===== config.mk =====
export PLATFORM = sky130hd
export DESIGN_NAME = control_seq_p
export DESIGN_NICKNAME = d
export VERILOG_FILES = /design/src/rtl/ctrl_pkg.sv /design/src/rtl/ctrl_out_decode.sv /design/src/rtl/control_seq_p.sv
export SDC_FILE = /design/constraint.sdc
export NUM_CORES = 1
export LEC_CHECK = 0
export ABC_AREA = 1
export CAP_MARGIN = 10
export CORE_MARGIN = 3
export CORE_UTILIZATION = 25
export DETAILED_ROUTE_END_ITERATION = 10
export PLACE_DENSITY = 0.63
export SLEW_MARGIN = 40
export SYNTH_ARGS = -nofsm -noshare
export SYNTH_HDL_FRONTEND = slang
export SYNTH_SLANG_ARGS = --single-unit

===== constraint.sdc =====
create_clock -name clk -period 2.5 [get_ports clk]
set_input_delay 0.5 -clock clk [delete_from_list [all_inputs] [get_ports clk]]
set_output_delay 0.5 -clock clk [all_outputs]
set_load 0.01 [all_outputs]

===== src/rtl/ctrl_pkg.sv =====
// Shared definitions for the accumulator-CPU micro-sequencer: state encoding,
// opcode map, enable-vector bit positions, bus source codes and ALU op codes.
package ctrl_pkg;

  typedef enum logic [4:0] {
    S_IDLE,
    S_START,
    S_FETCH1,
    S_FETCH2,
    S_LDAC1,
    S_LDAC2,
    S_LDIAC1,
    S_LDIAC2,
    S_STAC1,
    S_STAC2,
    S_MVAC,
    S_MVACAR,
    S_MVACR1,
    S_MVACR2,
    S_MVACR3,
    S_MVACR4,
    S_MVRAC1,
    S_MVRAC2,
    S_MVRAC3,
    S_MVRAC4,
    S_ADD,
    S_SUB,
    S_MULT,
    S_LSHIFT,
    S_INAC,
    S_CLAC,
    S_NOP,
    S_JPNZ1,
    S_JMPZ1,
    S_JMP2,
    S_HALT
  } state_t;

  // Opcodes are held 32 bits wide so any OPC_W up to 32 compares cleanly.
  localparam logic [31:0] OP_LDAC   = 32'h03;
  localparam logic [31:0] OP_LDIAC  = 32'h05;
  localparam logic [31:0] OP_STAC   = 32'h08;
  localparam logic [31:0] OP_MVAC   = 32'h09;
  localparam logic [31:0] OP_MVACAR = 32'h0A;
  localparam logic [31:0] OP_MVACR1 = 32'h0B;
  localparam logic [31:0] OP_MVACR2 = 32'h0C;
  localparam logic [31:0] OP_MVACR3 = 32'h0D;
  localparam logic [31:0] OP_MVACR4 = 32'h0E;
  localparam logic [31:0] OP_MVRAC1 = 32'h0F;
  localparam logic [31:0] OP_MVRAC2 = 32'h10;
  localparam logic [31:0] OP_MVRAC3 = 32'h11;
  localparam logic [31:0] OP_MVRAC4 = 32'h12;
  localparam logic [31:0] OP_ADD    = 32'h13;
  localparam logic [31:0] OP_MULT   = 32'h14;
  localparam logic [31:0] OP_LSHIFT = 32'h15;
  localparam logic [31:0] OP_SUB    = 32'h16;
  localparam logic [31:0] OP_INAC   = 32'h17;
  localparam logic [31:0] OP_JPNZ   = 32'h18;
  localparam logic [31:0] OP_JMPZ   = 32'h1A;
  localparam logic [31:0] OP_NOP    = 32'h1C;
  localparam logic [31:0] OP_CLAC   = 32'h1E;
  localparam logic [31:0] OP_END    = 32'h1F;

  // Bit positions inside write_en / inc_en / clr_en.
  localparam int EN_PC  = 1;
  localparam int EN_AR  = 2;
  localparam int EN_IR  = 3;
  localparam int EN_AC  = 4;
  localparam int EN_R   = 5;
  localparam int EN_R4  = 7;
  localparam int EN_R3  = 8;
  localparam int EN_R2  = 9;
  localparam int EN_R1  = 10;
  localparam int EN_DM  = 11;
  localparam int EN_ALU = 12;

  // Bus source selects on read_en.
  localparam logic [3:0] RD_NONE = 4'd0;
  localparam logic [3:0] RD_IR   = 4'd4;
  localparam logic [3:0] RD_AC   = 4'd5;
  localparam logic [3:0] RD_R    = 4'd6;
  localparam logic [3:0] RD_R1   = 4'd7;
  localparam logic [3:0] RD_R2   = 4'd8;
  localparam logic [3:0] RD_R3   = 4'd9;
  localparam logic [3:0] RD_R4   = 4'd10;
  localparam logic [3:0] RD_DM   = 4'd12;
  localparam logic [3:0] RD_IM   = 4'd13;

  localparam logic [2:0] ALU_NONE = 3'd0;
  localparam logic [2:0] ALU_ADD  = 3'd1;
  localparam logic [2:0] ALU_SUB  = 3'd2;
  localparam logic [2:0] ALU_MULT = 3'd3;
  localparam logic [2:0] ALU_LSH  = 3'd4;

endpackage


===== src/rtl/ctrl_out_decode.sv =====
// Combinational output decode: current sequencer state (plus mem_rdy for the
// memory-strobed writes) to datapath enables, bus source and ALU op.
module ctrl_out_decode
  import ctrl_pkg::*;
#(
  parameter int EN_W = 16
) (
  input  state_t            state,
  input  logic              mem_rdy,
  output logic [2:0]        alu_op,
  output logic [EN_W-1:0]   write_en,
  output logic [EN_W-1:0]   inc_en,
  output logic [EN_W-1:0]   clr_en,
  output logic [3:0]        read_en,
  output logic              end_process
);

  always_comb begin
    // NOTE: every output gets a default before the case so no path leaves one
    // unassigned, which would otherwise infer a latch.
    alu_op      = ALU_NONE;
    write_en    = '0;
    inc_en      = '0;
    clr_en      = '0;
    read_en     = RD_NONE;
    end_process = 1'b0;

    unique case (state)
      S_START: begin
        clr_en[EN_PC] = 1'b1;
        clr_en[EN_AR] = 1'b1;
      end
      S_FETCH1: begin
        read_en         = RD_IM;
        write_en[EN_IR] = mem_rdy;
      end
      S_FETCH2: inc_en[EN_PC] = 1'b1;
      S_LDAC1: begin
        read_en         = RD_AC;
        write_en[EN_AR] = 1'b1;
      end
      S_LDIAC1: begin
        read_en         = RD_IR;
        write_en[EN_AR] = 1'b1;
      end
      S_LDAC2, S_LDIAC2: begin
        read_en         = RD_DM;
        write_en[EN_AC] = mem_rdy;
      end
      S_STAC1: read_en = RD_AC;
      S_STAC2: begin
        read_en         = RD_AC;
        write_en[EN_DM] = mem_rdy;
      end
      S_MVAC: begin
        read_en        = RD_AC;
        write_en[EN_R] = 1'b1;
      end
      S_MVACAR: begin
        read_en         = RD_AC;
        write_en[EN_AR] = 1'b1;
      end
      S_MVACR1: begin
        read_en         = RD_AC;
        write_en[EN_R1] = 1'b1;
      end
      S_MVACR2: begin
        read_en         = RD_AC;
        write_en[EN_R2] = 1'b1;
      end
      S_MVACR3: begin
        read_en         = RD_AC;
        write_en[EN_R3] = 1'b1;
      end
      S_MVACR4: begin
        read_en         = RD_AC;
        write_en[EN_R4] = 1'b1;
      end
      S_MVRAC1: begin
        read_en         = RD_R1;
        write_en[EN_AC] = 1'b1;
      end
      S_MVRAC2: begin
        read_en         = RD_R2;
        write_en[EN_AC] = 1'b1;
      end
      S_MVRAC3: begin
        read_en         = RD_R3;
        write_en[EN_AC] = 1'b1;
      end
      S_MVRAC4: begin
        read_en         = RD_R4;
        write_en[EN_AC] = 1'b1;
      end
      S_ADD: begin
        alu_op           = ALU_ADD;
        write_en[EN_ALU] = 1'b1;
      end
      S_SUB: begin
        alu_op           = ALU_SUB;
        write_en[EN_ALU] = 1'b1;
      end
      S_MULT: begin
        alu_op           = ALU_MULT;
        write_en[EN_ALU] = 1'b1;
      end
      S_LSHIFT: begin
        alu_op           = ALU_LSH;
        write_en[EN_ALU] = 1'b1;
      end
      S_INAC: inc_en[EN_AC] = 1'b1;
      S_CLAC: clr_en[EN_AC] = 1'b1;
      S_JMP2: begin
        read_en         = RD_IR;
        write_en[EN_PC] = 1'b1;
      end
      S_HALT: end_process = 1'b1;
      default: ;
    endcase
  end

endmodule


===== src/rtl/control_seq_p.sv =====
// Micro-sequencer for the accumulator CPU: fetch/decode state machine with
// memory wait states, illegal-opcode trap and retired-instruction counter.
module control_seq_p
  import ctrl_pkg::*;
#(
  parameter int DATA_W  = 16,
  parameter int OPC_W   = 6,
  parameter int NUM_GPR = 4,
  parameter int EN_W    = 16,
  parameter int CNT_W   = 16
) (
  input  logic              clk,
  input  logic              rst_n,
  input  logic              start,
  input  logic              mem_rdy,
  input  logic [DATA_W-1:0] z,
  input  logic [OPC_W-1:0]  instruction,
  output logic [2:0]        alu_op,
  output logic [EN_W-1:0]   write_en,
  output logic [EN_W-1:0]   inc_en,
  output logic [EN_W-1:0]   clr_en,
  output logic [3:0]        read_en,
  output logic              end_process,
  output logic              illegal,
  output logic [CNT_W-1:0]  instr_cnt
);

  state_t      state, state_d;
  logic        zero;
  logic [31:0] opc_ext;
  logic        launch;
  logic        retire;
  logic        set_illegal;

  assign zero    = ~|z;
  assign opc_ext = 32'(instruction);

  always_comb begin
    int  gpr_n;
    logic legal;

    state_d     = state;
    launch      = 1'b0;
    retire      = 1'b0;
    set_illegal = 1'b0;
    gpr_n       = 0;
    legal       = 1'b1;

    unique case (state)
      S_IDLE, S_HALT: begin
        if (start) begin
          state_d = S_START;
          launch  = 1'b1;
        end
      end
      S_START:  state_d = S_FETCH1;
      S_FETCH1: if (mem_rdy) state_d = S_FETCH2;
      S_FETCH2: begin
        unique case (opc_ext)
          OP_LDAC:   state_d = S_LDAC1;
          OP_LDIAC:  state_d = S_LDIAC1;
          OP_STAC:   state_d = S_STAC1;
          OP_MVAC:   state_d = S_MVAC;
          OP_MVACAR: state_d = S_MVACAR;
          OP_MVACR1: begin state_d = S_MVACR1; gpr_n = 1; end
          OP_MVACR2: begin state_d = S_MVACR2; gpr_n = 2; end
          OP_MVACR3: begin state_d = S_MVACR3; gpr_n = 3; end
          OP_MVACR4: begin state_d = S_MVACR4; gpr_n = 4; end
          OP_MVRAC1: begin state_d = S_MVRAC1; gpr_n = 1; end
          OP_MVRAC2: begin state_d = S_MVRAC2; gpr_n = 2; end
          OP_MVRAC3: begin state_d = S_MVRAC3; gpr_n = 3; end
          OP_MVRAC4: begin state_d = S_MVRAC4; gpr_n = 4; end
          OP_ADD:    state_d = S_ADD;
          OP_MULT:   state_d = S_MULT;
          OP_LSHIFT: state_d = S_LSHIFT;
          OP_SUB:    state_d = S_SUB;
          OP_INAC:   state_d = S_INAC;
          OP_JPNZ:   state_d = S_JPNZ1;
          OP_JMPZ:   state_d = S_JMPZ1;
          OP_NOP:    state_d = S_NOP;
          OP_CLAC:   state_d = S_CLAC;
          OP_END: begin
            state_d = S_HALT;
            retire  = 1'b1;
          end
          default:   legal = 1'b0;
        endcase
        // Register moves naming a GPR beyond the configured count trap too.
        if (gpr_n > NUM_GPR) legal = 1'b0;
        if (!legal) begin
          state_d     = S_HALT;
          retire      = 1'b0;
          set_illegal = 1'b1;
        end
      end
      S_LDAC1:  state_d = S_LDAC2;
      S_LDIAC1: state_d = S_LDIAC2;
      S_STAC1:  state_d = S_STAC2;
      S_LDAC2, S_LDIAC2, S_STAC2: begin
        if (mem_rdy) begin
          state_d = S_FETCH1;
          retire  = 1'b1;
        end
      end
      // Jump condition is taken from z only in this first jump cycle.
      S_JPNZ1: begin
        if (!zero) state_d = S_JMP2;
        else begin
          state_d = S_FETCH1;
          retire  = 1'b1;
        end
      end
      S_JMPZ1: begin
        if (zero) state_d = S_JMP2;
        else begin
          state_d = S_FETCH1;
          retire  = 1'b1;
        end
      end
      S_JMP2, S_MVAC, S_MVACAR,
      S_MVACR1, S_MVACR2, S_MVACR3, S_MVACR4,
      S_MVRAC1, S_MVRAC2, S_MVRAC3, S_MVRAC4,
      S_ADD, S_SUB, S_MULT, S_LSHIFT,
      S_INAC, S_CLAC, S_NOP: begin
        state_d = S_FETCH1;
        retire  = 1'b1;
      end
      default: state_d = S_IDLE;
    endcase
  end

  always_ff @(posedge clk or negedge rst_n) begin
    if (!rst_n) begin
      state     <= S_IDLE;
      instr_cnt <= '0;
      illegal   <= 1'b0;
    end else begin
      // NOTE: state registers use non-blocking assignment so every flop
      // samples pre-edge values regardless of statement order.
      state <= state_d;
      if (launch) begin
        instr_cnt <= '0;
        illegal   <= 1'b0;
      end else begin
        if (retire)      instr_cnt <= instr_cnt + CNT_W'(1);
        if (set_illegal) illegal   <= 1'b1;
      end
    end
  end

  ctrl_out_decode #(
    .EN_W(EN_W)
  ) u_out_decode (
    .state       (state),
    .mem_rdy     (mem_rdy),
    .alu_op      (alu_op),
    .write_en    (write_en),
    .inc_en      (inc_en),
    .clr_en      (clr_en),
    .read_en     (read_en),
    .end_process (end_process)
  );

endmodule

Yosys cells after proc, flatten, opt, wreduce, memory -nomap -nowiden
Cells that the tools add are included.

word-level totals
  register bits = 22
  output and inout port bits = 73

operators by class
  equality and inequality tests = 57
  reductions and logical operators = 20
  mux-type cells = 45
  add/subtract/negate cells = 1
  order comparisons = 1

operators with widths
  operator                                             count
  case mux 5 bit (23 select lines)                     1
  equality test 6 x 5 -> 1 bit, second input constant  13
  equality test 5 bit, second input constant           15
  case mux 5 bit (10 select lines)                     1
  equality test 6 x 4 -> 1 bit, second input constant  8
  equality test 5 x 4 -> 1 bit, second input constant  8
  > comparator 32 x 4 -> 1 bit, second input constant  1
  two-way mux 16 bit                                   2
  two-way mux 32 bit                                   1
  case mux 4 bit (8 select lines)                      1
  two-way mux 5 bit                                    6
  two-way mux 1 bit                                    28
  != test 25 bit, second input constant                1
  case mux 3 bit (4 select lines)                      2
  OR reduction 23 bit                                  1
  equality test 5 x 3 -> 1 bit, second input constant  4
  OR reduction 19 bit                                  1
  OR reduction 18 bit                                  1
  adder 16 x 1 -> 16 bit, second input constant        1
  OR reduction 16 bit                                  1
  OR reduction 2 bit                                   7
  equality test 5 x 2 -> 1 bit, second input constant  2
  OR reduction 9 bit                                   1
  OR reduction 4 bit                                   2
  11 further kinds                                     15

Logic depth before layout (Yosys ltp)
Gate-level depths: netlist of the first run.

  word-level depth = 11
  depth in mapped cells = 13

Modules after synthesis
Synthesis of the first run repeated with hierarchy kept, for this count alone.

second synthesis, totals
  cells, all modules = 430
  area, all modules = 2,632.5 um2

modules (own cells, without submodules)
  module           area an instance (um2)  cells an instance  instances
  control_seq_p    2,110.8                 335                1
  ctrl_out_decode  521.8                   95                 1

Worst setup path after synthesis of the first run
No wires, ideal clock.

  path type = register to register
  start point = register state[3]
  end point = register instr_cnt[11]
  arrival = 1.550 ns
  setup time = 0.116 ns
  stages on the path, launching flop included = 10
  path buffers = 1
  period minus slack after synthesis = 1.666 ns
  setup slack = 0.834 ns
  cell sequence = dfrtp_1 -> nor2_1 -> inv_1 -> nor2_4 -> nand3_2 -> nand4_4 -> nor2_4 -> buf_12 -> nand2_2 -> nand2_2

on the way
  longest elaborated chain between the ends = 4

ends and longest elaborated chain
  element                                                                           line                  source
  start: declaration                                                                control_seq_p.sv:28   state_t state, state_d;
  start signal: assignment                                                          control_seq_p.sv:140  state <= state_d;
  equality test 5 bit, or another cell as far along                                 control_seq_p.sv:49   unique case (state)
  OR reduction 18 bit, or another cell as far along                                 control_seq_p.sv:49
  case mux 1 bit (5 select lines) / two-way mux 1 bit (equally long branches)       control_seq_p.sv:49
  nonzero test 2 bit (no source line) / two-way mux 16 bit (equally long branches)  --
  end signal: assignment                                                            control_seq_p.sv:145  if (retire) instr_cnt <= instr_cnt + CNT_W'(1);
  end: declaration                                                                  control_seq_p.sv:25   output logic [CNT_W-1:0] instr_cnt

Parallel ways exist; a longest one is shown, timed or not.
A chain may end at the register's enable or synchronous reset.

Worst setup path after layout of the first run
  start point = register state[4]
  end point = output write_en[4]

on the way
  longest elaborated chain between the ends = 3

ends and longest elaborated chain
  element                                                                           line                   source
  equality test 5 bit / equality test 5 x 3 -> 1 bit (equally long branches)        ctrl_out_decode.sv:28  unique case (state)
  OR reduction 4 bit (no source line) / OR reduction 2 bit (equally long branches)  --
  case mux 1 bit (2 select lines) (*)                                               ctrl_out_decode.sv:28
  end: declaration                                                                  control_seq_p.sv:19    output logic [EN_W-1:0] write_en,

Every way passes the cells marked *; elsewhere a longest branch is shown, timed or not.

==> out/qor.csv, run 1 <==
metric,value,unit
cp_common_cell,inv_2,
synth_cells,408,
synth_edf_count,0,
synth_compound_area_share,4.76,%
syn-cell-area,2520,um2
synthXorXnorAreaFrac,4.86,%
end_kind,primary output,
port_buffers,66,
nNetsFinal,511,
synth_commonest_cells,"104 x nand2_1, 61 x nor2_1, 45 x nand3_1, 40 x inv_1, 34 x buf_4",
dp_slack,0.178,ns
yosysSeqAreaShare,21.8,%
dr.pass1.iters,4,
ys_top_cells_by_area,"dfrtp_1 22%, nand2_1 15%, buf_4 10%",
hold_violations,0,
synth_top_area_share,21.8,%
antenna_found_initial,0,
slowest_delay,0.58,ns
start_util,25.8,%
cts.clk_slew.worst_paths,0.09,ns
yosysMostFrequentCell,nand2_1,
ir_worst_vdd,0.000238,V
async_flop_share,100,%
switching_share,48.3,%
hpwl,5.48,mm
ios,99,
worstPathCellList,inv_2 > nand3_2 > inv_2 > nand2_2 > o21ai_0 > clkdlybuf4s50_1,
synthAdderAreaFrac,0.496,%
period_needed,2.45,ns
fillers,1070,
tns,0,ns
vias,2666,
synth_warnings,0,
synth_top_area_cell,dfrtp_1,
cp_slowest_cell,clkdlybuf4s50_1,
grt_pass1_vias,2406,
wl,6.88,mm
core-area,9770,um2
start_kind,register,
maxSlewViolCount,0,
setup_violations,0,
drive_gt1_share,14.1,%
min_path_type,register to register,
crit_fanout,10,
sequentialPowerShare,22.4,%
grt_pass1_wl,11.1,mm
rows,36,
placed_area,3230,um2
grtUsageTotal,11.4,%
drt-wirelength-per-cell,11.2,um
cts-htree-levels,1,
synth_cell_types,31,
clockBufferDepth,2,
p_comb_share,64.5,%
rrSetupSlack,0.55,ns
finalCritPeriodShare,97.9,%
cp_num_buf_inv,3,
p_int,1.35,mW
fp.dieH,106,um
avgViaCountPerCell,4.33,
synth_ff_type,dfrtp_1,
grt_max_degree,23,
power_density,772,nW/um2
drtIter0Drc,84,
finalWeightedCongestion,0.889,
status,"finished, final reports clean",
p_clk_share,13.1,%
finalCoreUtilization,34.5,%
cp.arrival,1.95,ns
finalPower,2.60,mW
critPathTopFamily,buffers and inverters,
synth-seq-cells,22,
path_class,register to primary output,
maxCapViolations,0,
cts_sinks,22,
cts_made_buffers,3,
num_antenna_cells,0,
cp.required,2.00,ns
synthMuxAreaShare,0,%
switchingPower,1.26,mW
avgSynthCellArea,6.18,um2
synth_top_family_by_area,simple AND/OR/NAND/NOR gates,
p_leak,1.75,nW
ctsHoldBuffers,0,
fin_skew,0.00979,ns
worstSkewPairLatency,0.27,ns
grt_overflow,0,
yosys.area_share.simple,49.3,%
dieArea,11300,um2
max_freq,408,MHz
drc,0,
final_antenna_net_count,0,
die_w,106,um
cts_root_buffer,clkbuf_8,
syn_to_final_growth,33.6,%
stdcell_area,3370,um2
setup_ws,0.0518,ns
cts_tree,done,
registers in the layout, indices dropped and copies added, names as in the netlist:
register / count
illegal: 1
instr_cnt: 16
state: 5
logic make-up (layout without fill, tap and decap cells):
group | count (synthesis) | count (layout)
XOR/XNOR | 14 | 14
flip-flops | 22 | 22
AO/OA/AOI/OAI | 16 | 16
adder cells (fa/ha/maj) | 1 | 1
buffers and inverters | 86 | 130
other | 1 | 32
AND/OR/NAND/NOR | 268 | 268
layout make-up:
| class | count | area, um2 | area share, % |
|---|---|---|---|
| flip-flops and latches | 22 | 556 | 16.5 |
| repair buffers | 78 | 754 | 22.4 |
| clock inverters | 1 | 30.0 | 0.892 |
| inverters | 48 | 180 | 5.35 |
| multi-input cells | 331 | 1640 | 48.7 |
| clock buffers | 3 | 41.3 | 1.23 |
| well taps | 133 | 166 | 4.94 |
path summary, 6_finish.rpt:
kind / from / endpoint / cells after the start
max: state[4]$_DFFE_PN0P_ / write_en[4] / 6
min: instr_cnt[5]$_DFFE_PN0P_ / instr_cnt[5]$_DFFE_PN0P_ / 2
max reg2reg: state[2]$_DFFE_PN0P_ / instr_cnt[14]$_DFFE_PN0P_ / 9
min reg2reg: instr_cnt[5]$_DFFE_PN0P_ / instr_cnt[5]$_DFFE_PN0P_ / 2
max in group asynchronous: rst_n / state[1]$_DFFE_PN0P_ / 2
min in group asynchronous: rst_n / instr_cnt[5]$_DFFE_PN0P_ / 2
stage by stage:
step	hold slack [ns]	cells
2_1_floorplan	0.204	439
3_3_place_gp	0.507	607
3_5_place_dp	0.506	607
4_1_cts	0.529	611
5_1_grt	0.548	616
6_report	0.527	616
power by group through the flow:
stage                     registers, mW  clock network (mW)  logic (mW)
after floorplan                   0.562                   0        1.12
after global placement            0.571                   0        1.61
after detailed placement          0.575                   0        1.61
after CTS                         0.581               0.350        1.62
after global routing              0.599               0.358        1.86
final                             0.584               0.339        1.68
worst min-delay path, delay by kind of cell (launching register included):
family	cells	cell delay, ns
AND/OR/NAND/NOR	2	0.11
flip-flops	1	0.40
layout by cell type, fill, tap and decap left out, drive strengths merged, types with 2 or more instances in the layout:
cell type	count
a211oi	2
a21oi	4
buf	12
clkbuf	3
clkdlybuf4s50	63
conb	32
dfrtp	22
dlymetal6s2s	2
inv	48
nand2	129
nand3	48
nand3b	3
nand4	9
nor2	65
nor3	12
nor4	2
o211ai	2
o21ai	7
xnor2	5
xor2	9
metal layers:
metal  wire length (um)  global-route usage [%]  vias up
li1                   -                       -     1377
met1               3100                    15.5     1203
met2               3350                    19.6       78
met3                357                   0.789        8
met4                 74                    2.83        0
met5                  0                       0        -
repair_timing:
action,CTS,global route
gates resized for setup,6,8
endpoints found under the setup margin,5,8
setup buffers,0,5
pin swaps,0,1
Note: power is estimated with default switching activity, not from simulation.
==> run 2: changes to the inputs <==
--- a/config.mk
+++ b/config.mk
@@ -11,6 +11,7 @@
 export CORE_UTILIZATION = 25
 export DETAILED_ROUTE_END_ITERATION = 10
 export PLACE_DENSITY = 0.63
+export REMOVE_ABC_BUFFERS = 1
 export SLEW_MARGIN = 40
 export SYNTH_ARGS = -nofsm -noshare
 export SYNTH_HDL_FRONTEND = slang
==> run 2 against run 1 <==
  * Critical path depth is the same
  * Non-clock buffer count is 2 lower
  * Setup slack improved by 0.067 ns
  * Largest power group unchanged
  * Register-to-register slack lost 0.06 ns
  * Final area is 0.63% lower
  * Flip-flop and latch count unchanged
  * Sequential power about the same
  * Largest cell class unchanged
  * Count of clock-buffer cells in the layout unchanged
  * Global-route usage grew 0.35 points
  * Die area unchanged
  * Combinational power about the same
==> out/qor.csv, run 2 (same netlist as run 1, synthesis figures left out) <==
metric,value,unit,change
status,"finished, final reports clean",,
num_antenna_cells,0,,unchanged
grt_pass1_wl,11.2,mm,+1.3%
dp_cells,610,,+0.49%
rsz0062_at_grt,no,,
power_density,766,nW/um2,-0.74%
grtUsageTotal,11.8,%,+0.35 points
ir_worst_vdd,0.000298,V,+25%
hold_violations,0,,unchanged
drt-wirelength-per-cell,11.2,um,+0.17%
cp.arrival,1.88,ns,-0.07 ns
drtIter0Drc,91,,+8.3%
reg_top3,"instr_cnt: 16 flops, state: 5 flops, illegal: 1 flops",,
cts_tree,done,,
rrSetupSlack,0.49,ns,-0.06 ns
nNetsFinal,509,,-0.39%
postCtsSetupBuffers,0,,unchanged
port_buffers,66,,unchanged
dr.pass1.iters,4,,unchanged
wl_met3,360,um,+0.84%
cts_sinks,22,,unchanged
highest_layer,met4,,
crit_fanout,8,,-2
ios,99,,unchanged
maxSlewViolCount,0,,unchanged
p_leak,1.74,nW,-0.32%
wl,6.86,mm,-0.16%
grt_pass1_vias,2419,,+0.54%
setup_violations,0,,unchanged
ctsHoldBuffers,0,,unchanged
start_util,25.8,%,unchanged
finalCritPeriodShare,95.3,%,-2.7 points
cts_made_buffers,3,,unchanged
final_antenna_net_count,0,,unchanged
fin_cells,614,,-0.32%
hpwl,5.60,mm,+2.1%
min_path_type,register to register,,
cp_slowest_cell,clkdlybuf4s50_1,,
cp.required,2.00,ns,about the same
vias,2658,,-0.30%
core-area,9770,um2,unchanged
setup_ws,0.119,ns,+0.0669 ns
dieArea,11300,um2,unchanged
finalWeightedCongestion,0.882,,-0.78%
end_kind,primary output,,
fillers,1085,,+1.4%
final_common_cell,nand2_1,,
multi_input_area,1630,um2,-0.61%
start_kind,register,,
drive_gt1_share,13.9,%,-0.15 points
cts-htree-levels,1,,unchanged
grt_max_degree,23,,unchanged
cts.clk_slew.worst_paths,0.09,ns,about the same
max_freq,420,MHz,+2.8%
drc,0,,unchanged
worstSkewPairLatency,0.27,ns,about the same
rows,36,,unchanged
final_cell_mix,"104 x nand2_1, 62 x clkdlybuf4s50_1, 58 x nor2_1",,
antenna_found_initial,0,,unchanged
worstPathCellList,inv_2 > buf_4 > nor2_1 > inv_1 > nor3_1 > clkdlybuf4s50_1,,
avgViaCountPerCell,4.33,,about the same
top_register,instr_cnt,,
maxCapViolations,0,,unchanged
period_needed,2.38,ns,-0.0669 ns
fp.dieH,106,um,unchanged
slowest_delay,0.57,ns,about the same
grt_overflow,0,,unchanged
largest_reg_flops,16,,unchanged
fin_skew,0.00754,ns,-0.00225 ns
die_w,106,um,unchanged
path_class,register to primary output,,
wl_met1,3.09,mm,-0.19%
cts_root_buffer,clkbuf_8,,
clockBufferDepth,2,,unchanged
syn_to_final_growth,32.8,%,
tns,0,ns,unchanged
ff_latch_area,557,um2,+0.23%
wl_met2,3.31,mm,-1.0%
dp_slack,0.186,ns,+0.00804 ns
## run 2: changes by cell type in the layout (fill, tap and decap cells not counted)
cell,previous run,this run
buf_4,12,10
clkdlybuf4s50_1,63,62
dfrtp_1,18,17
dfrtp_2,4,5
dlymetal6s2s_1,2,3
nor2_2,2,4
nor2_4,5,3
## run 2: worst max-delay path, delay by kind of cell, from the launching register on
family | cells | cell delay, ns
flops | 1 | 0.42
simple gates | 2 | 0.30
buf+inv | 4 | 0.90
## run 2: worst paths after layout
path                                                from                   endpoint  depth (start not counted)
worst min register to register  instr_cnt[5]$_DFFE_PN0P_   instr_cnt[5]$_DFFE_PN0P_                          2
worst max register to register      state[2]$_DFFE_PN0P_  instr_cnt[14]$_DFFE_PN0P_                          9
min in group asynchronous                          rst_n  instr_cnt[12]$_DFFE_PN0P_                          2
max in group asynchronous                          rst_n       state[4]$_DFFE_PN0P_                          2
worst max-delay path                state[4]$_DFFE_PN0P_                  alu_op[1]                          6
worst min-delay path            instr_cnt[5]$_DFFE_PN0P_   instr_cnt[5]$_DFFE_PN0P_                          2
## run 2: metrics by stage
step	total power [mW]	hold WS, ns	utilization (%)	cell area [um2]
3_5_place_dp	2.23	0.499	33.3	3250
6_report	2.57	0.511	34.2	3350
3_3_place_gp	2.24	0.494	33.3	3250
5_1_grt	2.79	0.574	34.2	3350
2_1_floorplan	1.53	0.204	-	2350
4_1_cts	2.58	0.522	34.0	3330
## run 2: power breakdown
group	leakage, nW	total [mW]	switching, mW	internal (mW)
Sequential	0.289	0.581	0.135	0.446
Clock	0.0357	0.338	0.124	0.214
Combinational	1.42	1.65	0.982	0.664
Total	1.74	2.57	1.24	1.32
## run 2: layout make-up
cell class,instances,share of cell area [%]
multi-input cells,331,48.7
inverters,48,5.38
repair buffers,76,22.2
clock buffers,3,1.23
well taps,133,4.97
flip-flops and latches,22,16.6
clock inverters,1,0.897
## run 2: timing repair
item,4_1_cts,5_1_grt
gates cloned,0,0
endpoints found under the setup margin,4,5
gates resized for setup,5,9
## run 2: routing by layer
metal	global-route usage, %	up-vias
li1	-	1369
met1	15.6	1198
met2	20.5	81
met3	1.09	10
met4	2.92	0
met5	0	-
==> run 3: changes to the inputs <==
--- a/config.mk
+++ b/config.mk
@@ -5,14 +5,14 @@
 export SDC_FILE = /design/constraint.sdc
 export NUM_CORES = 1
 export LEC_CHECK = 0
-export ABC_AREA = 1
 export CAP_MARGIN = 10
 export CORE_MARGIN = 3
 export CORE_UTILIZATION = 25
 export DETAILED_ROUTE_END_ITERATION = 10
-export PLACE_DENSITY = 0.63
+export PLACE_DENSITY = 0.64
 export REMOVE_ABC_BUFFERS = 1
 export SLEW_MARGIN = 40
 export SYNTH_ARGS = -nofsm -noshare
 export SYNTH_HDL_FRONTEND = slang
+export SYNTH_HIERARCHICAL = 1
 export SYNTH_SLANG_ARGS = --single-unit
==> constraint.sdc (replaced) <==
create_clock -name clk -period 2.3 [get_ports clk]
set_input_delay 0.46 -clock clk [delete_from_list [all_inputs] [get_ports clk]]
set_output_delay 0.46 -clock clk [all_outputs]
set_load 0.01 [all_outputs]
==> run 3 against run 2 <==
  * Cell count fell by 23%
  * Critical path type unchanged
  * Utilization rose by 4.1 points
  * Area after synthesis fell by 11%
  * Final area fell by 3.1%
  * Clock skew fell by 0.0030 ns
  * Largest power group unchanged
  * Register-to-register slack got worse by 0.33 ns
  * Sequential power rose by 27%
==> out/qor.csv, run 3 <==
metric,value,unit,change
grtUsageTotal,11.2,%,-0.54 points
finalCoreUtilization,38.3,%,+4.1 points
cts_made_buffers,3,,unchanged
synth-seq-cells,22,,unchanged
num_antenna_cells,0,,unchanged
p_leak,1.48,nW,-15%
largest_reg_flops,16,,unchanged
final_cell_mix,"48 x clkdlybuf4s50_1, 33 x nand2_1, 32 x conb_1",,
stdcell_area,3240,um2,-3.1%
slowest_delay,0.53,ns,-0.04 ns
period_needed,2.21,ns,
ff_latch_area,553,um2,-0.67%
rows,33,,-8.3%
cts_tree,done,,
synth_top_area_share,24.6,%,+2.7 points
status,"finished, final reports clean",,
rsz0062_at_grt,yes,,
avgSynthCellArea,7.73,um2,+25%
final_common_cell,clkdlybuf4s50_1,,
drtIter0Drc,233,,+160%
setup_violations,0,,unchanged
cp_slowest_cell,clkdlybuf4s50_1,,
synth_cells,290,,-29%
maxCapViolations,0,,unchanged
crit_fanout,12,,+4
power_density,986,nW/um2,+29%
cp_num_buf_inv,2,,-2
port_buffers,66,,unchanged
core-area,8460,um2,-13%
tns,0,ns,unchanged
wl,6.03,mm,-12%
cts-htree-levels,1,,unchanged
synthAdderAreaFrac,1.45,%,+0.95 points
syn-cell-area,2240,um2,-11%
grt_overflow,0,,unchanged
highest_layer,met4,,
start_util,26.5,%,+0.70 points
drt-wirelength-per-cell,12.7,um,+14%
path_class,register to primary output,,
timing.hold.ws,0.509,ns,-0.00181 ns
avgViaCountPerCell,4.76,,+10%
cts_root_buffer,clkbuf_8,,
cp.required,1.84,ns,-0.16 ns
cp.arrival,1.75,ns,-0.13 ns
final_antenna_net_count,0,,unchanged
synthMuxAreaShare,5.47,%,+5.5 points
finalWeightedCongestion,0.831,,-5.8%
worstPathCellList,buf_4 > and2b_2 > and2_1 > clkdlybuf4s50_1,,
critPathTopFamily,buffers and inverters,,
ys_top_cells_by_area,"dfrtp_1 25%, buf_4 11%, nand2_1 5.5%",,
drive_gt1_share,16.0,%,+2.1 points
hpwl,4.63,mm,-17%
async_flop_share,100,%,unchanged
synth_ff_type,dfrtp_1,,
vias,2257,,-15%
synth_edf_count,0,,unchanged
synthXorXnorAreaFrac,3.52,%,-1.3 points
nNetsFinal,397,,-22%
synth_warnings,6,,+6
ir_worst_vdd,0.000328,V,+9.9%
top_register,instr_cnt,,
dp_slack,-0.207,ns,-0.393 ns
drc,0,,unchanged
ios,99,,unchanged
maxSlewViolCount,0,,unchanged
antenna_found_initial,0,,unchanged
yosysSeqAreaShare,24.6,%,+2.7 points
clockBufferDepth,2,,unchanged
finalCritPeriodShare,96.1,%,
wl_met1,2.59,mm,-16%
synth_cell_types,54,,+74%
dr.pass1.iters,4,,unchanged
synth_top_area_cell,dfrtp_1,,
min_path_type,register to register,,
synth_compound_area_share,15.3,%,+11 points
grt_max_degree,25,,+8.7%
fin_skew,0.00449,ns,-0.00304 ns
setup_ws,0.0887,ns,-0.0300 ns
synth_top_family_by_area,simple AND/OR/NAND/NOR gates,,
cts_sinks,22,,unchanged
syn_to_final_growth,44.6,%,
wl_met2,2.99,mm,-9.9%
end_kind,primary output,,
start_kind,register,,
reg_top3,"instr_cnt: 16 flops, state: 5 flops, illegal: 1 flops",,
hold_violations,0,,unchanged
ctsHoldBuffers,0,,unchanged
placed_area,3030,um2,-6.7%
worstSkewPairLatency,0.26,ns,about the same
yosys.area_share.simple,32.9,%,-16 points
multi_input_area,1550,um2,-4.8%
cts.clk_slew.worst_paths,0.08,ns,about the same
grt_pass1_vias,2025,,-16%
max_freq,452,MHz,
dieArea,10100,um2,-10%
synth_commonest_cells,"33 x buf_4, 33 x nand2_1, 27 x nor2_1, 22 x dfrtp_1, 13 x o21ai_0",,
fillers,843,,-22%
grt_pass1_wl,9.58,mm,-15%
die_w,101,um,-5.4%
wl_met3,429,um,+19%
fp.dieH,101,um,-5.4%
run 3: changes by cell type after synthesis, moves of 10 or more:
cell / previous run / this run
nor2_1: 61 / 27
inv_1: 40 / 6
mux2i_1: 0 / 10
nand3_1: 45 / 12
nand2_1: 104 / 33
nand2_2: 24 / 0
run 3: metrics by stage:
step | cells | power [mW]
after floorplan | 270 | 1.81
final | 474 | 3.20
after global placement | 466 | 2.84
after detailed placement | 466 | 2.86
after CTS | 471 | 3.15
after global routing | 474 | 3.47
run 3: path summary, 6_finish.rpt:
check	cells past startpoint	startpoint	slack, ns	to
hold / removal	1	instr_cnt[6]$_DFFE_PN0P_	0.51	instr_cnt[6]$_DFFE_PN0P_
setup / recovery	4	state[3]$_DFFE_PN0P_	0.09	write_en[12]
max in group asynchronous	2	rst_n	1.53	state[1]$_DFFE_PN0P_
hold reg to reg	1	instr_cnt[6]$_DFFE_PN0P_	0.51	instr_cnt[6]$_DFFE_PN0P_
setup reg to reg	8	state[3]$_DFFE_PN0P_	0.16	instr_cnt[7]$_DFFE_PN0P_
min in group asynchronous	2	rst_n	0.54	instr_cnt[11]$_DFFE_PN0P_
run 3: layout make-up:
class	count	share of cell area, %
Inverter	7	0.965
Timing Repair Buffer	94	28.4
Tap cell	105	4.05
Clock buffer	4	1.70
Sequential cell	22	17.1
Multi-Input combinational cell	242	47.9
run 3: power breakdown:
part | internal, mW | leakage [nW] | switching, mW
clock network | 0.152 | 0.0288 | 0.120
registers | 0.542 | 0.287 | 0.193
logic | 1.07 | 1.17 | 1.12
run 3: kinds of logic (layout without fill, tap and decap cells):
logic type,count (synthesis),count (layout)
simple gates,137,137
buf+inv,58,105
compound gates,48,48
flops,22,22
mux,12,13
xor+xnor,9,9
fa+ha+maj,3,3
other cells,1,32
run 3: metal layers:
metal,track usage [%],vias up
li1,-,1128
met1,14.7,1060
met2,19.6,67
met3,1.94,2
met4,1.66,0
met5,0,-
run 3: repair_timing:
item                                    in CTS  in global routing
endpoints found under the setup margin      15                 16
gates resized for setup                     17                 20
pin swaps                                    0                  2
cloned                                       0                  1
setup buffers                                1                  2
run 3: worst reg2reg max path: stages, from the launching register on:
cell and delay (ns):
dfrtp_1 0.40, buf_4 0.15, buf_4 0.16, or4_1 0.46, a21oi_1 0.23, buf_4 0.15
and2_1 0.22, a211oi_1 0.07, a31o_1 0.19
